==> src/rtl/bellek_hakemi_if.sv <==
// bellek_hakemi_if: l1b/l1v requester signals and the shared memory request/response bus
interface bellek_hakemi_if #(
  parameter int ADRES_BIT = 32,
  parameter int VERI_BIT  = 32
);
  logic                  l1b_chip_select_n_i;
  logic [ADRES_BIT-1:0]  l1b_adres_i;
  logic                  l1b_bekle_o;
  logic [VERI_BIT-1:0]   l1b_deger_o;
  logic                  l1v_chip_select_n_i;
  logic                  l1v_yaz_gecerli_i;
  logic [ADRES_BIT-1:0]  l1v_adres_i;
  logic [VERI_BIT-1:0]   l1v_yaz_deger_i;
  logic [VERI_BIT/8-1:0] l1v_yaz_maske_i;
  logic                  l1v_bekle_o;
  logic [VERI_BIT-1:0]   l1v_deger_o;
  logic                  bellek_istek_gecerli_o;
  logic                  bellek_istek_hazir_i;
  logic [ADRES_BIT-1:0]  bellek_adres_o;
  logic                  bellek_yaz_gecerli_o;
  logic [VERI_BIT-1:0]   bellek_yaz_deger_o;
  logic [VERI_BIT/8-1:0] bellek_yaz_maske_o;
  logic                  bellek_yanit_gecerli_i;
  logic [VERI_BIT-1:0]   bellek_yanit_deger_i;
  modport slave (
    input  l1b_chip_select_n_i, l1b_adres_i,
    input  l1v_chip_select_n_i, l1v_yaz_gecerli_i, l1v_adres_i, l1v_yaz_deger_i, l1v_yaz_maske_i,
    input  bellek_istek_hazir_i, bellek_yanit_gecerli_i, bellek_yanit_deger_i,
    output l1b_bekle_o, l1b_deger_o, l1v_bekle_o, l1v_deger_o,
    output bellek_istek_gecerli_o, bellek_adres_o, bellek_yaz_gecerli_o, bellek_yaz_deger_o,
    output bellek_yaz_maske_o
  );
  modport master (
    output l1b_chip_select_n_i, l1b_adres_i,
    output l1v_chip_select_n_i, l1v_yaz_gecerli_i, l1v_adres_i, l1v_yaz_deger_i, l1v_yaz_maske_i,
    output bellek_istek_hazir_i, bellek_yanit_gecerli_i, bellek_yanit_deger_i,
    input  l1b_bekle_o, l1b_deger_o, l1v_bekle_o, l1v_deger_o,
    input  bellek_istek_gecerli_o, bellek_adres_o, bellek_yaz_gecerli_o, bellek_yaz_deger_o,
    input  bellek_yaz_maske_o
  );
endinterface

==> src/rtl/bellek_hakemi.sv <==
// bellek_hakemi: arbitrates l1b fetches and l1v data accesses onto one valid/ready memory port.
// Define BELLEK_HAKEMI_ROUND_ROBIN_EN for round-robin contention instead of fixed l1v priority.
module bellek_hakemi #(
  parameter int ADRES_BIT = 32,
  parameter int VERI_BIT  = 32
) (
  input logic            clk_i,
  input logic            rst_i,
  bellek_hakemi_if.slave bus
);
  typedef enum logic [1:0] {BOSTA, ISTEK, YANIT, TAMAM} durum_t;
  durum_t                durum_q, durum_d;
  logic                  grant_q, grant_d;
  logic [ADRES_BIT-1:0]  adres_q, adres_d;
  logic                  yaz_q, yaz_d;
  logic [VERI_BIT-1:0]   wdeger_q, wdeger_d;
  logic [VERI_BIT/8-1:0] maske_q, maske_d;
  logic [VERI_BIT-1:0]   b_deger_q, b_deger_d;
  logic [VERI_BIT-1:0]   v_deger_q, v_deger_d;
  logic                  b_ist, v_ist, sec_v, kabul, okuma_bitti;
  assign b_ist = ~bus.l1b_chip_select_n_i;
  assign v_ist = ~bus.l1v_chip_select_n_i;
  // grant_q (1 = l1v) also serves as the last-grant pointer
`ifdef BELLEK_HAKEMI_ROUND_ROBIN_EN
  assign sec_v = v_ist & (~b_ist | ~grant_q);
`else
  assign sec_v = v_ist;
`endif
  assign kabul       = (durum_q == BOSTA) & (b_ist | v_ist);
  assign okuma_bitti = (durum_q == YANIT) & bus.bellek_yanit_gecerli_i & ~yaz_q;
  always_comb begin
    durum_d   = kabul ? ISTEK :
                (durum_q == ISTEK && bus.bellek_istek_hazir_i) ? YANIT :
                (durum_q == YANIT && bus.bellek_yanit_gecerli_i) ? TAMAM :
                (durum_q == TAMAM) ? BOSTA : durum_q;
    grant_d   = kabul ? sec_v : grant_q;
    adres_d   = kabul ? (sec_v ? bus.l1v_adres_i : bus.l1b_adres_i) : adres_q;
    yaz_d     = kabul ? (sec_v & bus.l1v_yaz_gecerli_i) : yaz_q;
    wdeger_d  = kabul ? (sec_v ? bus.l1v_yaz_deger_i : '0) : wdeger_q;
    maske_d   = kabul ? (sec_v ? bus.l1v_yaz_maske_i : '0) : maske_q;
    b_deger_d = (okuma_bitti & ~grant_q) ? bus.bellek_yanit_deger_i : b_deger_q;
    v_deger_d = (okuma_bitti & grant_q) ? bus.bellek_yanit_deger_i : v_deger_q;
  end
  always_ff @(posedge clk_i) begin
    if (rst_i) durum_q <= BOSTA;
    else       durum_q <= durum_d;
  end
  always_ff @(posedge clk_i) begin
    if (rst_i) begin
      grant_q   <= 1'b0;
      adres_q   <= '0;
      yaz_q     <= 1'b0;
      wdeger_q  <= '0;
      maske_q   <= '0;
      b_deger_q <= '0;
      v_deger_q <= '0;
    end else begin
      grant_q   <= grant_d;
      adres_q   <= adres_d;
      yaz_q     <= yaz_d;
      wdeger_q  <= wdeger_d;
      maske_q   <= maske_d;
      b_deger_q <= b_deger_d;
      v_deger_q <= v_deger_d;
    end
  end
  assign bus.l1b_bekle_o            = b_ist & ~((durum_q == TAMAM) & ~grant_q);
  assign bus.l1v_bekle_o            = v_ist & ~((durum_q == TAMAM) & grant_q);
  assign bus.l1b_deger_o            = b_deger_q;
  assign bus.l1v_deger_o            = v_deger_q;
  assign bus.bellek_istek_gecerli_o = (durum_q == ISTEK);
  assign bus.bellek_adres_o         = adres_q;
  assign bus.bellek_yaz_gecerli_o   = yaz_q;
  assign bus.bellek_yaz_deger_o     = wdeger_q;
  assign bus.bellek_yaz_maske_o     = maske_q;
endmodule
==> src/flat_wrapper.sv <==
// flat-port wrapper written by rule: the top's interface ports become plain ports
module bellek_hakemi_flat 
#(
  parameter int ADRES_BIT = 32,
  parameter int VERI_BIT  = 32
)
  (clk_i, rst_i, bus_l1b_chip_select_n_i, bus_l1b_adres_i, bus_l1v_chip_select_n_i, bus_l1v_yaz_gecerli_i, bus_l1v_adres_i, bus_l1v_yaz_deger_i, bus_l1v_yaz_maske_i, bus_bellek_istek_hazir_i, bus_bellek_yanit_gecerli_i, bus_bellek_yanit_deger_i, bus_l1b_bekle_o, bus_l1b_deger_o, bus_l1v_bekle_o, bus_l1v_deger_o, bus_bellek_istek_gecerli_o, bus_bellek_adres_o, bus_bellek_yaz_gecerli_o, bus_bellek_yaz_deger_o, bus_bellek_yaz_maske_o);
  bellek_hakemi_if #(.ADRES_BIT(ADRES_BIT), .VERI_BIT(VERI_BIT)) bus_i ();
  input logic clk_i;
  input logic rst_i;
  input wire logic [$bits(bus_i.l1b_chip_select_n_i)-1:0] bus_l1b_chip_select_n_i;
  input wire logic [$bits(bus_i.l1b_adres_i)-1:0] bus_l1b_adres_i;
  input wire logic [$bits(bus_i.l1v_chip_select_n_i)-1:0] bus_l1v_chip_select_n_i;
  input wire logic [$bits(bus_i.l1v_yaz_gecerli_i)-1:0] bus_l1v_yaz_gecerli_i;
  input wire logic [$bits(bus_i.l1v_adres_i)-1:0] bus_l1v_adres_i;
  input wire logic [$bits(bus_i.l1v_yaz_deger_i)-1:0] bus_l1v_yaz_deger_i;
  input wire logic [$bits(bus_i.l1v_yaz_maske_i)-1:0] bus_l1v_yaz_maske_i;
  input wire logic [$bits(bus_i.bellek_istek_hazir_i)-1:0] bus_bellek_istek_hazir_i;
  input wire logic [$bits(bus_i.bellek_yanit_gecerli_i)-1:0] bus_bellek_yanit_gecerli_i;
  input wire logic [$bits(bus_i.bellek_yanit_deger_i)-1:0] bus_bellek_yanit_deger_i;
  output wire logic [$bits(bus_i.l1b_bekle_o)-1:0] bus_l1b_bekle_o;
  output wire logic [$bits(bus_i.l1b_deger_o)-1:0] bus_l1b_deger_o;
  output wire logic [$bits(bus_i.l1v_bekle_o)-1:0] bus_l1v_bekle_o;
  output wire logic [$bits(bus_i.l1v_deger_o)-1:0] bus_l1v_deger_o;
  output wire logic [$bits(bus_i.bellek_istek_gecerli_o)-1:0] bus_bellek_istek_gecerli_o;
  output wire logic [$bits(bus_i.bellek_adres_o)-1:0] bus_bellek_adres_o;
  output wire logic [$bits(bus_i.bellek_yaz_gecerli_o)-1:0] bus_bellek_yaz_gecerli_o;
  output wire logic [$bits(bus_i.bellek_yaz_deger_o)-1:0] bus_bellek_yaz_deger_o;
  output wire logic [$bits(bus_i.bellek_yaz_maske_o)-1:0] bus_bellek_yaz_maske_o;
  assign bus_i.l1b_chip_select_n_i = bus_l1b_chip_select_n_i;
  assign bus_i.l1b_adres_i = bus_l1b_adres_i;
  assign bus_i.l1v_chip_select_n_i = bus_l1v_chip_select_n_i;
  assign bus_i.l1v_yaz_gecerli_i = bus_l1v_yaz_gecerli_i;
  assign bus_i.l1v_adres_i = bus_l1v_adres_i;
  assign bus_i.l1v_yaz_deger_i = bus_l1v_yaz_deger_i;
  assign bus_i.l1v_yaz_maske_i = bus_l1v_yaz_maske_i;
  assign bus_i.bellek_istek_hazir_i = bus_bellek_istek_hazir_i;
  assign bus_i.bellek_yanit_gecerli_i = bus_bellek_yanit_gecerli_i;
  assign bus_i.bellek_yanit_deger_i = bus_bellek_yanit_deger_i;
  assign bus_l1b_bekle_o = bus_i.l1b_bekle_o;
  assign bus_l1b_deger_o = bus_i.l1b_deger_o;
  assign bus_l1v_bekle_o = bus_i.l1v_bekle_o;
  assign bus_l1v_deger_o = bus_i.l1v_deger_o;
  assign bus_bellek_istek_gecerli_o = bus_i.bellek_istek_gecerli_o;
  assign bus_bellek_adres_o = bus_i.bellek_adres_o;
  assign bus_bellek_yaz_gecerli_o = bus_i.bellek_yaz_gecerli_o;
  assign bus_bellek_yaz_deger_o = bus_i.bellek_yaz_deger_o;
  assign bus_bellek_yaz_maske_o = bus_i.bellek_yaz_maske_o;
  bellek_hakemi #(.ADRES_BIT(ADRES_BIT), .VERI_BIT(VERI_BIT)) u_core (.clk_i(clk_i), .rst_i(rst_i), .bus(bus_i));
endmodule
==> config.mk <==
export PLATFORM = sky130hd
export DESIGN_NAME = bellek_hakemi_flat
export DESIGN_NICKNAME = d
export VERILOG_FILES = /design/src/rtl/bellek_hakemi_if.sv /design/src/rtl/bellek_hakemi.sv /design/src/flat_wrapper.sv
export SDC_FILE = /design/constraint.sdc
export NUM_CORES = 1
export LEC_CHECK = 0
export ABC_AREA = 1
export BUFFER_PORTS_ARGS = -buffer_cell sky130_fd_sc_hd__clkbuf_2
export CAP_MARGIN = 20
export CORE_MARGIN = 1.5
export CORE_UTILIZATION = 35
export CTS_CLUSTER_SIZE = 12
export DETAILED_ROUTE_END_ITERATION = 10
export PLACE_DENSITY_LB_ADDON = 0.15
export SLEW_MARGIN = 10
export SYNTH_ARGS = -nofsm -noshare
export SYNTH_HDL_FRONTEND = slang
export SYNTH_SLANG_ARGS = --single-unit
==> constraint.sdc <==
create_clock -name clk_i -period 1.09 [get_ports clk_i]
set_input_delay 0.0545 -clock clk_i [delete_from_list [all_inputs] [get_ports clk_i]]
set_output_delay 0.0545 -clock clk_i [all_outputs]
set_load 0.005 [all_outputs]
# Word-level counts from Yosys, hierarchy flattened
# Index checks and enable logic that the tools add are counted.
classes:
  mux: 7
  eq_ne: 3
  n_bitwise: 17
  n_reduce_logical: 6
ops:
  columns: ["operator", "n"]
  rows:
  - ["$mux 32", 2]
  - ["$and 1x1->1", 10]
  - ["$mux 2", 3]
  - ["$not 1->1", 6]
  - ["$eq 2x2->1 const B", 2]
  - ["$mux 4", 1]
  - ["$reduce_bool 4->1", 1]
  - ["$reduce_bool 3->1", 1]
  - ["$eq 2x1->1 const B", 1]
  - ["$logic_and 1x1->1", 2]
  - ["$logic_not 2->1", 1]
  - ["$reduce_or 2->1", 1]
  - ["$mux 1", 1]
  - ["$or 1x1->1", 1]
totals:
  regBits: 136
  inputBits: 139
  elab_cells: 42

# Longest topological paths before layout
# Gate-level depths: netlist of run 1.
depth:
  ltp_word: 5
  ltp_mapped: 9
  ltp_nobuf: 6

# Worst setup path before layout of run 1
# No wires, ideal clock.
synth_timing:
  path_kind: "register to register"
  startpoint: "reg u_core.durum_q[0]"
  endpoint: "reg u_core.b_deger_q[10] (netlist: u_core.bus.l1b_deger_o[10])"
  setup_ps: 110
  period_less_slack_ps: 1200
  n_path_buf: 1
  stages_incl_launch_ff: 8
  slack_ps: -110
  t_arrival_ps: 1090
  path_cell_list: "dfxtp_1 inv_1 nand3_2 nor2_4 buf_6 nand3_1 nand2_1 nor2_1"
synth_via:
  elab_chain_cells: 4
synth_lines:
  columns: ["item", "line_no", "source"]
  rows:
  - ["start, declared", "bellek_hakemi.sv:12", "durum_t durum_q, durum_d;"]
  - ["start signal, assigned", "bellek_hakemi.sv:46", "else durum_q <= durum_d;"]
  - ["$eq 2x2->1", "bellek_hakemi.sv:30", "assign okuma_bitti = (durum_q == YANIT) & bus.bellek_yanit_gecerli_i & ~yaz_q;"]
  - ["$and 1x1->1 (2 in a row)", "bellek_hakemi.sv:30", null]
  - ["$and 1x1->1", "bellek_hakemi.sv:41", "b_deger_d = (okuma_bitti & ~grant_q) ? bus.bellek_yanit_deger_i : b_deger_q;"]
  - ["end signal, assigned", "bellek_hakemi.sv:63", "b_deger_q <= b_deger_d;"]
  - ["end, declared", "bellek_hakemi.sv:18", "logic [VERI_BIT-1:0] b_deger_q, b_deger_d;"]
# No other way between the ends.
# A chain may end at the register's enable or synchronous reset.

# Worst setup path after layout of run 1
layout_timing:
  startpoint: "reg u_core.durum_q[1]"
  endpoint: "reg u_core.b_deger_q[18] (netlist: u_core.bus.l1b_deger_o[18])"
# Same word-level chain as after synthesis.

==> results of run 1 <==
synth_stat cells:
cell type                  instances
sky130_fd_sc_hd__o21ai_0          68
sky130_fd_sc_hd__a31oi_1           1
sky130_fd_sc_hd__nor2_4            3
sky130_fd_sc_hd__a21oi_1           1
sky130_fd_sc_hd__buf_2            13
sky130_fd_sc_hd__clkbuf_2          3
sky130_fd_sc_hd__buf_1             3
sky130_fd_sc_hd__nor3_1            1
sky130_fd_sc_hd__inv_1           204
sky130_fd_sc_hd__nor2_1           66
sky130_fd_sc_hd__nand3_4           1
sky130_fd_sc_hd__o31ai_1           1
sky130_fd_sc_hd__nand4_2           2
sky130_fd_sc_hd__nand3_2           1
sky130_fd_sc_hd__mux2i_1          32
sky130_fd_sc_hd__buf_6            14
sky130_fd_sc_hd__o21ai_1           3
sky130_fd_sc_hd__inv_2             2
sky130_fd_sc_hd__nand4_1           1
sky130_fd_sc_hd__buf_4             1
sky130_fd_sc_hd__clkinv_1          1
sky130_fd_sc_hd__clkbuf_1          9
sky130_fd_sc_hd__nand2_1         201
sky130_fd_sc_hd__dfxtp_1         136
sky130_fd_sc_hd__nand3_1          64
kinds of logic (layout without fill, tap and decap cells):
kind of cell           count (synthesis)  in the layout  synth area share, %
multiplexers                          32             32                 5.42
buffers and inverters                250            700                 18.1
flip-flops                           136            136                 46.1
AND/OR/NAND/NOR                      340            340                 24.1
AO/OA/AOI/OAI                         74             74                 6.34
path summary, 6_finish.rpt:
kind	start	to	slack (ps)	depth (start not counted)
setup / recovery	u_core.durum_q[1]$_SDFFE_PP0P_	u_core.bus.l1b_deger_o[18]$_SDFFE_PP0P_	-330	9
setup reg to reg	u_core.durum_q[1]$_SDFFE_PP0P_	u_core.bus.l1b_deger_o[18]$_SDFFE_PP0P_	-330	9
hold reg to reg	u_core.bus.bellek_yaz_maske_o[0]$_SDFFE_PP0P_	u_core.bus.bellek_yaz_maske_o[0]$_SDFFE_PP0P_	450	2
hold / removal	bus_bellek_yanit_deger_i[0]	u_core.bus.l1v_deger_o[0]$_SDFFE_PP0P_	10	5
worst register-to-register path, stage by stage, from the launching register on:
cell and delay (ps):
sky130_fd_sc_hd__dfxtp_4 370, sky130_fd_sc_hd__inv_4 40, sky130_fd_sc_hd__buf_6 110, sky130_fd_sc_hd__nor2_4 100
sky130_fd_sc_hd__buf_6 110, sky130_fd_sc_hd__nand4_4 170, sky130_fd_sc_hd__clkbuf_16 240, sky130_fd_sc_hd__nand2_1 60
sky130_fd_sc_hd__inv_1 50, sky130_fd_sc_hd__nor2_1 100
area by class of cell:
class	count	area share [%]
Clock inverter	12	0.972
Clock buffer	20	4.48
Tap cell	220	2.64
Timing Repair Buffer	461	33.7
Sequential cell	136	26.2
Multi-Input combinational cell	446	24.4
Inverter	207	7.60
layer usage:
metal,vias to the layer above,GRT usage [%],share of wire (%)
li1,3340,-,-
met1,2869,24.6,40
met2,218,38.1,51
met3,31,5.90,6.5
met4,0,7.94,1.7
met5,-,0,0
report_power, final:
part | internal (mW) | leakage (nW) | switching, mW | total, mW
clock | 3.30 | 0.281 | 2.20 | 5.51
sequential | 5.20 | 1.11 | 0.169 | 5.37
combinational | 1.21 | 4.15 | 1.07 | 2.28
total | 9.72 | 5.54 | 3.44 | 13.2
flip-flops by register name, summed over array words and instances (netlist names):
signal / count
u_core.bus.bellek_adres_o: 32
u_core.bus.bellek_yaz_deger_o: 32
u_core.bus.bellek_yaz_gecerli_o: 1
u_core.bus.bellek_yaz_maske_o: 4
u_core.bus.l1b_deger_o: 32
u_core.bus.l1v_deger_o: 32
u_core.durum_q: 2
u_core.grant_q: 1
stage by stage:
step                      instance area, um^2  util, %
after floorplan                          5930        -
after global placement                   7620     46.1
after detailed placement                 7620     46.1
after CTS                                9630     58.3
after global routing                    10400     63.1
final                                   10400     63.1
cell usage in the layout, fill, tap and decap left out:
cell,Yosys,layout
sky130_fd_sc_hd__clkinv_4,0,4
sky130_fd_sc_hd__inv_1,204,191
sky130_fd_sc_hd__buf_2,13,1
sky130_fd_sc_hd__bufinv_16,0,1
sky130_fd_sc_hd__buf_4,1,16
sky130_fd_sc_hd__o21ai_2,0,29
sky130_fd_sc_hd__a21oi_1,1,1
sky130_fd_sc_hd__nand4_1,1,1
sky130_fd_sc_hd__nand2_4,0,28
sky130_fd_sc_hd__nor2_2,0,4
sky130_fd_sc_hd__dfxtp_4,0,3
sky130_fd_sc_hd__nand4_4,0,2
sky130_fd_sc_hd__clkinv_2,0,6
sky130_fd_sc_hd__o21ai_1,3,23
sky130_fd_sc_hd__nand3_4,1,2
sky130_fd_sc_hd__nand2_2,0,17
sky130_fd_sc_hd__o21ai_0,68,19
sky130_fd_sc_hd__nand2_1,201,156
sky130_fd_sc_hd__nand3_1,64,64
sky130_fd_sc_hd__nor2_1,66,60
sky130_fd_sc_hd__dfxtp_1,136,133
sky130_fd_sc_hd__nor3_4,0,1
sky130_fd_sc_hd__inv_4,0,4
sky130_fd_sc_hd__buf_8,0,2
sky130_fd_sc_hd__inv_2,2,11
sky130_fd_sc_hd__mux2i_1,32,32
sky130_fd_sc_hd__clkbuf_16,0,26
sky130_fd_sc_hd__a31oi_1,1,1
sky130_fd_sc_hd__nor2_4,3,5
sky130_fd_sc_hd__o31ai_2,0,1
sky130_fd_sc_hd__buf_6,14,14
sky130_fd_sc_hd__buf_12,0,14
sky130_fd_sc_hd__dlygate4sd3_1,0,133
sky130_fd_sc_hd__clkbuf_2,3,272
sky130_fd_sc_hd__clkinvlp_4,0,2
sky130_fd_sc_hd__clkbuf_8,0,3
repair_timing:
item,4_1_cts,5_1_grt
hold endpoints to repair,133,0
gates resized for setup,15,181
hold buffers,133,0
buffers inserted,5,8
pin swaps,2,10
endpoints found under the setup margin,138,139
cloned,1,14
==> run_results.csv, run 1 <==
group,metric,value,unit
pwr,vdd.ir_drop.worst,1.00,mV
pwr,report.power.total,13.2,mW
setup_path,critPathKind,"flop to flop",
clock_network,clock_tree.root_cell,"sky130_fd_sc_hd__clkbuf_16",
layout,number_of_antenna_repair_diodes,0,
setup_path,worst_path_cell_chain,"inv_4, buf_6, nor2_4, buf_6, nand4_4, clkbuf_16, nand2_1, inv_1, nor2_1",
timing,worst_slew_pin_slew,312,ps
clock_network,cts.sinks,136,
placement,hpwl,11.8,mm
logic_synthesis,synth_largest_type_area_fraction,46.1,%
floorplanning,die_height,133,um
global_route,total_congestion_overflow,0,
layout,num-fill-cells,1455,
setup_path,timing.critical_path.fanout_max,10,
setup_path,critical_path.n_buffers_inverters,5,
logic_synthesis,yosys.cell_types.count,25,
timing,worst_case_headroom_to_the_max_slew_limit,78.6,%
global_route,first_pass_grt_wire_length,30.1,mm
logic_synthesis,yosys-top-cells-area,"sky130_fd_sc_hd__dfxtp_1 (46%), sky130_fd_sc_hd__inv_1 (13%), sky130_fd_sc_hd__nand2_1 (13%), sky130_fd_sc_hd__o21ai_0 (5.8%), sky130_fd_sc_hd__mux2i_1 (5.4%)",
clock_network,ctsLongestPathBuffers,2,
setup_path,cp_slowest_stage_delay,370,ps
flow_run,cap_viol_max_count,0,
hold_path,hold_path_class,"input pin to flop",
floorplanning,die_width,133,um
drt,vias,6458,
timing,fmax,702,MHz
timing,layout_worst_path_cycle_share,131,%
timing,finalClockSkew,8.47,ps
setup_path,cp_common_cell,"sky130_fd_sc_hd__buf_6",
layout,finalNonFillerCells,1502,
setup_path,critical_path.slowest_cell,"sky130_fd_sc_hd__dfxtp_4",
pwr,cellPowerDensity,1260,nW/um^2
layout,fin_nets,1408,
drt,wl,20.5,mm
timing,totalNegativeSetupSlack,-34010,ps
status,status,"finished with violations",
timing,maxSlewViolCount,0,
placement,dpl.cell_count,1309,
setup_path,crit_required,1430,ps
logic_synthesis,ys_seq_area_share,46.1,%
pwr,power_leakage,5.54,nW
global_route,antenna_violations_before_repair,0,
timing,rsz0062_at_grt,"yes",
timing,final_hold_vios,0,
placement,gp_routability_congestion,0.794,
logic_synthesis,ys_warn_count,0,
layout,drive_gt1_share,36.5,%
global_route,grt_start_max_net_pins,51,
global_route,first_global_vias,6139,
timing,finalHoldWorstSlack,11.6,ps
floorplanning,floorplan.initialDensity,35.7,%
floorplanning,core_area,16500,um^2
timing,postLayoutSetupSlackWorst,-335,ps
clock_network,clock_tree.htree_level_count,4,
logic_synthesis,gate_count_after_technology_mapping,832,
drt,viasPerCell,4.30,
status,failed_checks,"negative setup slack",
clock_network,tritoncts_clock_tree,"done",
layout,multi_input_comb_area,2540,um^2
clock_network,clk_pin_slew,60,ps
floorplanning,die_area,17700,um^2
global_route,gr-usage-all-layers,21.5,%
setup_path,critical_path.startpoint_type,"flop",
drt,drc_errors,0,
clock_network,clk-insertion-delay-late,410,ps
layout,areaGrowthSynthToFinish,76.5,%
floorplanning,top_level_ports,275,
logic_synthesis,synthesis.area_per_instance,7.10,um^2
logic_synthesis,post-synth-top-area-cell,"sky130_fd_sc_hd__dfxtp_1",
logic_synthesis,postSynthRegisterBits,136,
clock_network,numCtsBuffers,17,
placement,dpl_worst_slack,-123,ps
drt,dr.first_iter.drc_count,170,
drt,wl_per_cell,13.7,um
layout,ff_latch_area,2730,um^2
timing,period_needed,1420,ps
setup_path,timing.critical_path.to_type,"flop",
placement,placement.io_buffers,274,
setup_path,worst_ep_arrival_time,1770,ps
drt,detail-route-antenna-nets,0,
setup_path,critPathTopFamily,"buffers and inverters",
logic_synthesis,netlist_area,5900,um^2
timing,finalSetupViolations,138,
drt,drtPass1Iterations,5,
logic_synthesis,syn_nets,971,
floorplanning,std_cell_rows,47,
Power figures use the tool's default switching activity.
==> run 2, diff against run 1 <==
==> constraint.sdc (replaced) <==
create_clock -name clk_i -period 1.09 [get_ports clk_i]
set_input_delay 0 -clock clk_i [delete_from_list [all_inputs] [get_ports clk_i]]
set_output_delay 0 -clock clk_i [all_outputs]
set_load 0.005 [all_outputs]
==> run 2 against run 1 <==
Compared with the run above:
- the run still ends with negative setup slack left
- sequential cell count unchanged
- critical path type is now flop to output pin
- via count down 1.1%
- non-clock buffer count down 4
- hold slack improved by 41 ps
- clock power rose by 10%
- sequential share of layout area grew 0.90 points
- maximum frequency rose by 3.9%
- global-route usage shrank 0.30 points
==> run_results.csv, run 2 (synthesized netlist as in run 1, its figures left out) <==
group,metric,value,unit
drt,wl_per_cell,13.2,um
setup_path,critPathKind,"flop to output pin",
timing,postLayoutSetupSlackWorst,-281,ps
timing,worst_slew_pin_slew,340,ps
setup_path,crit-reg2reg-launch,"u_core.durum_q[0]$_SDFFE_PP0P_",
clock_network,clk_pin_slew,60,ps
setup_path,worst_path_cell_chain,"buf_6, buf_4, a31oi_1, buf_2",
clock_network,cts.sinks,136,
clock_network,tritoncts_clock_tree,"done",
layout,finish.instance_area,10100,um^2
timing,maxSlewViolCount,0,
layout,drive_gt1_share,31.2,%
global_route,grt_start_max_net_pins,67,
setup_path,worst_ep_arrival_time,1370,ps
drt,wl,19.7,mm
floorplanning,die_area,17700,um^2
placement,hpwl,11.8,mm
placement,gp_routability_congestion,0.786,
setup_path,critical_path.slowest_cell,"sky130_fd_sc_hd__dfxtp_4",
global_route,gr-usage-all-layers,21.2,%
drt,dr.first_iter.drc_count,180,
timing,worst_case_headroom_to_the_max_slew_limit,77.3,%
status,status,"finished with violations",
placement,placement.io_buffers,274,
setup_path,critical_path.startpoint_type,"flop",
setup_path,critPathTopFamily,"buffers and inverters",
global_route,total_congestion_overflow,0,
placement,postPlaceCellArea,7620,um^2
drt,drtPass1Iterations,5,
floorplanning,floorplan.initialDensity,35.7,%
drt,detail-route-antenna-nets,0,
layout,most_frequent_cells_in_the_layout,"sky130_fd_sc_hd__clkbuf_2 (272), sky130_fd_sc_hd__inv_1 (201), sky130_fd_sc_hd__nand2_1 (180)",
floorplanning,die_height,133,um
status,failed_checks,"negative setup slack",
global_route,first_global_vias,6198,
setup_path,reg_to_reg_endpoint,"u_core.bus.bellek_adres_o[16]$_SDFFE_PP0P_",
timing,finalHoldWorstSlack,52.1,ps
clock_network,numCtsBuffers,17,
setup_path,timing.critical_path.to_type,"output pin",
timing,rsz0062_at_grt,"yes",
layout,areaGrowthSynthToFinish,70.8,%
hold_path,holdCritStartpoint,"bus_l1v_chip_select_n_i",
clock_network,ctsLongestPathBuffers,2,
pwr,cellPowerDensity,1340,nW/um^2
global_route,antenna_violations_before_repair,0,
clock_network,clk-insertion-delay-late,420,ps
pwr,vdd.ir_drop.worst,1.03,mV
hold_path,hold_path_class,"input pin to flop",
setup_path,flop2flop_setup_slack,-260,ps
clock_network,clock_tree.htree_level_count,4,
flow_run,cap_viol_max_count,0,
setup_path,crit_required,1090,ps
timing,totalNegativeSetupSlack,-28050,ps
timing,fmax,730,MHz
floorplanning,std_cell_rows,47,
timing,period_needed,1370,ps
clock_network,clock_tree.root_cell,"sky130_fd_sc_hd__clkbuf_16",
timing,finalClockSkew,6.26,ps
layout,number_of_antenna_repair_diodes,0,
timing,final_hold_vios,0,
timing,finalSetupViolations,138,
setup_path,rr_worst_depth,9,
drt,viasPerCell,4.27,
setup_path,timing.critical_path.fanout_max,3,
setup_path,cp_slowest_stage_delay,350,ps
timing,layout_worst_path_cycle_share,126,%
global_route,first_pass_grt_wire_length,30.0,mm
floorplanning,top_level_ports,275,
floorplanning,core_area,16500,um^2
floorplanning,die_width,133,um
hold_path,hold-path-endpoint,"u_core.bus.bellek_yaz_gecerli_o$_SDFFE_PP0P_",
drt,vias,6389,
layout,final_common_cell,"sky130_fd_sc_hd__clkbuf_2",
setup_path,critical_path.n_buffers_inverters,3,
layout,fin_nets,1404,
drt,drc_errors,0,
pwr,power_leakage,5.23,nW
hold_path,hold_path_depth,4,
## run 2: changes by cell type in the layout (fill, tap and decap cells not counted), moves of 4 or more
cell,change
sky130_fd_sc_hd__o21ai_2,-28
sky130_fd_sc_hd__inv_2,-9
sky130_fd_sc_hd__o21ai_1,+19
sky130_fd_sc_hd__o21ai_0,+9
sky130_fd_sc_hd__clkbuf_16,-4
sky130_fd_sc_hd__nand2_4,-27
sky130_fd_sc_hd__inv_1,+10
sky130_fd_sc_hd__nor2_1,+4
sky130_fd_sc_hd__nand2_1,+24
sky130_fd_sc_hd__clkinv_2,-4
## run 2: how the worst max path moves through the flow
stage | from | endpoint | slack (ps) | depth (start not counted)
2_1_floorplan | u_core.durum_q[0]$_SDFFE_PP0P_ | u_core.bus.l1v_deger_o[30]$_SDFFE_PP0P_ | -60 | 7
3_3_place_gp | u_core.durum_q[1]$_SDFFE_PP0P_ | u_core.bus.bellek_adres_o[4]$_SDFFE_PP0P_ | -110 | 6
3_5_place_dp | u_core.durum_q[1]$_SDFFE_PP0P_ | u_core.bus.bellek_adres_o[27]$_SDFFE_PP0P_ | -130 | 6
4_1_cts | u_core.durum_q[1]$_SDFFE_PP0P_ | bus_l1v_bekle_o | -240 | 5
5_1_grt | u_core.durum_q[0]$_SDFFE_PP0P_ | bus_l1b_bekle_o | -330 | 4
6_report | u_core.durum_q[0]$_SDFFE_PP0P_ | bus_l1b_bekle_o | -280 | 4
## run 2: report_power, final
group | switching, mW | internal [mW] | leakage, nW
Combinational | 0.950 | 1.14 | 3.81
Sequential | 0.137 | 5.20 | 1.11
Clock | 2.23 | 3.85 | 0.311
## run 2: layout make-up
| type | instances | area, um^2 |
|---|---|---|
| multi-input cells | 446 | 2240 |
| flip-flops and latches | 136 | 2740 |
| clock inverters | 10 | 141 |
| inverters | 207 | 790 |
| clock buffers | 22 | 484 |
| repair buffers | 457 | 3420 |
| well taps | 220 | 275 |
| fillers | 1518 | 6440 |
## run 2: metal layers
| metal | share of wire (%) | global-route usage, % | wire [um] | vias up |
|---|---|---|---|---|
| li1 | - | - | - | 3331 |
| met1 | 40 | 23.5 | 7920 | 2810 |
| met2 | 52 | 38.3 | 10200 | 218 |
| met3 | 6.2 | 5.59 | 1220 | 30 |
| met4 | 2.2 | 8.61 | 431 | 0 |
| met5 | 0 | 0 | 0 | - |
## run 2: tightest hold or removal path: cells and delay by family
kind	cells	cell delay, ps
and+or+nand+nor	1	110
buffers and inverters	2	270
AOI/OAI and AO/OA	1	50
## run 2: timing repair
action,CTS,global route
hold buffers,134,0
cloned,0,11
setup endpoints to repair,139,140
gates resized for setup,15,82
pin swaps,1,2
setup buffers,5,6
endpoints found under the hold margin,135,0
## run 2: metrics by stage
step	instances	util [%]	power, mW	worst slack, ps
6_report	1498	61.0	13.5	-281
5_1_grt	1498	61.0	14.1	-329
4_1_cts	1481	58.5	13.3	-240
3_5_place_dp	1310	46.1	6.82	-131
3_3_place_gp	1310	46.1	6.82	-112
2_1_floorplan	832	-	6.09	-60.9
==> run 3, diff against run 2 <==
--- a/config.mk
+++ b/config.mk
@@ -13,6 +13,8 @@
 export CTS_CLUSTER_SIZE = 12
 export DETAILED_ROUTE_END_ITERATION = 10
 export PLACE_DENSITY_LB_ADDON = 0.15
+export SETUP_SLACK_MARGIN = 0.1
+export SKIP_CTS_REPAIR_TIMING = 1
 export SLEW_MARGIN = 10
 export SYNTH_ARGS = -nofsm -noshare
 export SYNTH_HDL_FRONTEND = slang
==> run 3 against run 2 <==
Compared with the run above:
- the flow still finishes with violations (negative setup slack)
- clock power is 1% higher
- register-to-register slack better by 20 ps
- cell area up 0.17%
- die area did not move
- count of clock-buffer cells in the layout down 5
- sequential cell count unchanged
- sequential share of layout area is essentially flat
- highest routed layer unchanged
==> run_results.csv, run 3 (synthesized netlist as in run 1, its figures left out) <==
group,metric,value,unit
setup_path,worst_ep_arrival_time,1360,ps
drt,viasPerCell,4.26,
pwr,vdd.ir_drop.worst,1.01,mV
clock_network,ctsLongestPathBuffers,2,
floorplanning,core_area,16500,um^2
timing,totalNegativeSetupSlack,-22040,ps
timing,fmax,736,MHz
layout,fin_nets,1404,
layout,number_of_antenna_repair_diodes,0,
setup_path,crit_required,1090,ps
drt,wl_per_cell,13.1,um
global_route,gr-max-usage-layer,"met2",
floorplanning,die_area,17700,um^2
timing,finalClockSkew,6.75,ps
clock_network,cts.sinks,136,
layout,most_frequent_cells_in_the_layout,"sky130_fd_sc_hd__clkbuf_2 (270), sky130_fd_sc_hd__inv_1 (195), sky130_fd_sc_hd__nand2_1 (181)",
clock_network,clk-insertion-delay-late,420,ps
clock_network,clk_pin_slew,60,ps
timing,period_needed,1360,ps
setup_path,critPathKind,"flop to output pin",
setup_path,timing.critical_path.fanout_max,13,
setup_path,critPathTopFamily,"buffers and inverters",
global_route,antenna_violations_before_repair,0,
layout,finish.instance_area,10100,um^2
hold_path,hold_path_class,"input pin to flop",
setup_path,cp_slowest_stage_delay,330,ps
floorplanning,die_width,133,um
setup_path,critical_path.slowest_cell,"sky130_fd_sc_hd__dfxtp_2",
global_route,grt_start_max_net_pins,67,
setup_path,critical_path.startpoint_type,"flop",
drt,vias,6379,
layout,final_common_cell,"sky130_fd_sc_hd__clkbuf_2",
timing,postLayoutSetupSlackWorst,-269,ps
setup_path,critical_path.n_buffers_inverters,4,
global_route,grt.met3_usage,7.32,%
drt,detail-route-antenna-nets,0,
timing,worst_slew_pin_slew,302,ps
global_route,gr-usage-all-layers,19.4,%
clock_network,clock_tree.root_cell,"sky130_fd_sc_hd__clkbuf_16",
timing,maxSlewViolCount,0,
floorplanning,die_height,133,um
pwr,cellPowerDensity,1340,nW/um^2
clock_network,clock_tree.htree_level_count,4,
status,status,"finished with violations",
drt,dr.first_iter.drc_count,241,
floorplanning,floorplan.initialDensity,35.7,%
global_route,met2_usage,33.0,%
placement,postPlaceCellArea,7670,um^2
timing,finalSetupViolations,138,
placement,gp_routability_congestion,0.786,
layout,drive_gt1_share,31.7,%
setup_path,timing.critical_path.to_type,"output pin",
clock_network,tritoncts_clock_tree,"done",
global_route,first_global_vias,5430,
pwr,report.power.total,13.5,mW
flow_run,cap_viol_max_count,0,
timing,final_hold_vios,0,
placement,hpwl,12.5,mm
status,failed_checks,"negative setup slack",
global_route,grt.met1_usage,21.6,%
floorplanning,std_cell_rows,47,
global_route,first_pass_grt_wire_length,26.7,mm
layout,core_utilization_of_the_finished_layout,61.1,%
timing,worst_case_headroom_to_the_max_slew_limit,79.8,%
clock_network,numCtsBuffers,17,
drt,drtPass1Iterations,4,
global_route,total_congestion_overflow,0,
timing,rsz0062_at_grt,"yes",
pwr,power_leakage,5.23,nW
drt,drc_errors,0,
setup_path,worst_path_cell_chain,"buf_6, inv_8, buf_12, a31oi_2, buf_4",
timing,layout_worst_path_cycle_share,125,%
floorplanning,top_level_ports,275,
drt,wl,19.7,mm
layout,areaGrowthSynthToFinish,71.1,%
placement,placement.io_buffers,274,
==> run 3: cell count changes in the layout (fill, tap and decap cells not counted), sizes merged <==
cell,previous run,this run
buf,46,47
bufinv,3,4
clkbuf,299,293
clkinv,7,6
clkinvlp,0,2
inv,207,210
==> run 3: layout make-up <==
| type | count | area (um^2) |
|---|---|---|
| clock inverter | 15 | 200 |
| clock buffer | 17 | 425 |
| timing repair buffer | 457 | 3420 |
| multi-input combinational | 446 | 2250 |
| sequential | 136 | 2740 |
| inverter | 207 | 790 |
| fill | 1433 | 6420 |
| tap | 220 | 275 |
==> run 3: path summary, 6_finish.rpt <==
kind | endpoint | startpoint | slack [ps] | depth (start not counted)
worst max-delay path | bus_l1b_bekle_o | u_core.grant_q$_SDFFE_PP0P_ | -270 | 5
worst min-delay path | u_core.durum_q[1]$_SDFFE_PP0P_ | rst_i | 40 | 5
worst max register to register | u_core.bus.l1v_deger_o[16]$_SDFFE_PP0P_ | u_core.durum_q[0]$_SDFFE_PP0P_ | -240 | 8
worst min register to register | u_core.bus.bellek_yaz_deger_o[21]$_SDFFE_PP0P_ | u_core.bus.bellek_yaz_deger_o[21]$_SDFFE_PP0P_ | 460 | 2
==> run 3: worst min-delay path: stages <==
cell and delay (ps):
sky130_fd_sc_hd__clkbuf_2 120, sky130_fd_sc_hd__nor2_4 70, sky130_fd_sc_hd__buf_4 130, sky130_fd_sc_hd__inv_2 60
sky130_fd_sc_hd__a21oi_1 40
==> run 3: through the flow <==
step / hold WS, ps / std cells / setup slack (ps)
floorplan: 27.8 / 832 / -60.9
detailed placement: 232 / 1315 / -152
global placement: 224 / 1315 / -116
global route: 62.1 / 1498 / -365
finish: 39.7 / 1498 / -269
CTS: -223 / 1347 / -426
==> run 3: layer usage <==
metal | vias up | wire [um]
met3 | 35 | 1560
met1 | 2803 | 7960
met2 | 211 | 9660
li1 | 3330 | -
met5 | - | 0
met4 | 0 | 511
==> run 3: report_power, final <==
part / internal (mW) / switching, mW / total, mW
clock network: 3.84 / 2.32 / 6.16
logic: 1.06 / 0.923 / 1.99
registers: 5.20 / 0.133 / 5.34
total: 10.1 / 3.38 / 13.5
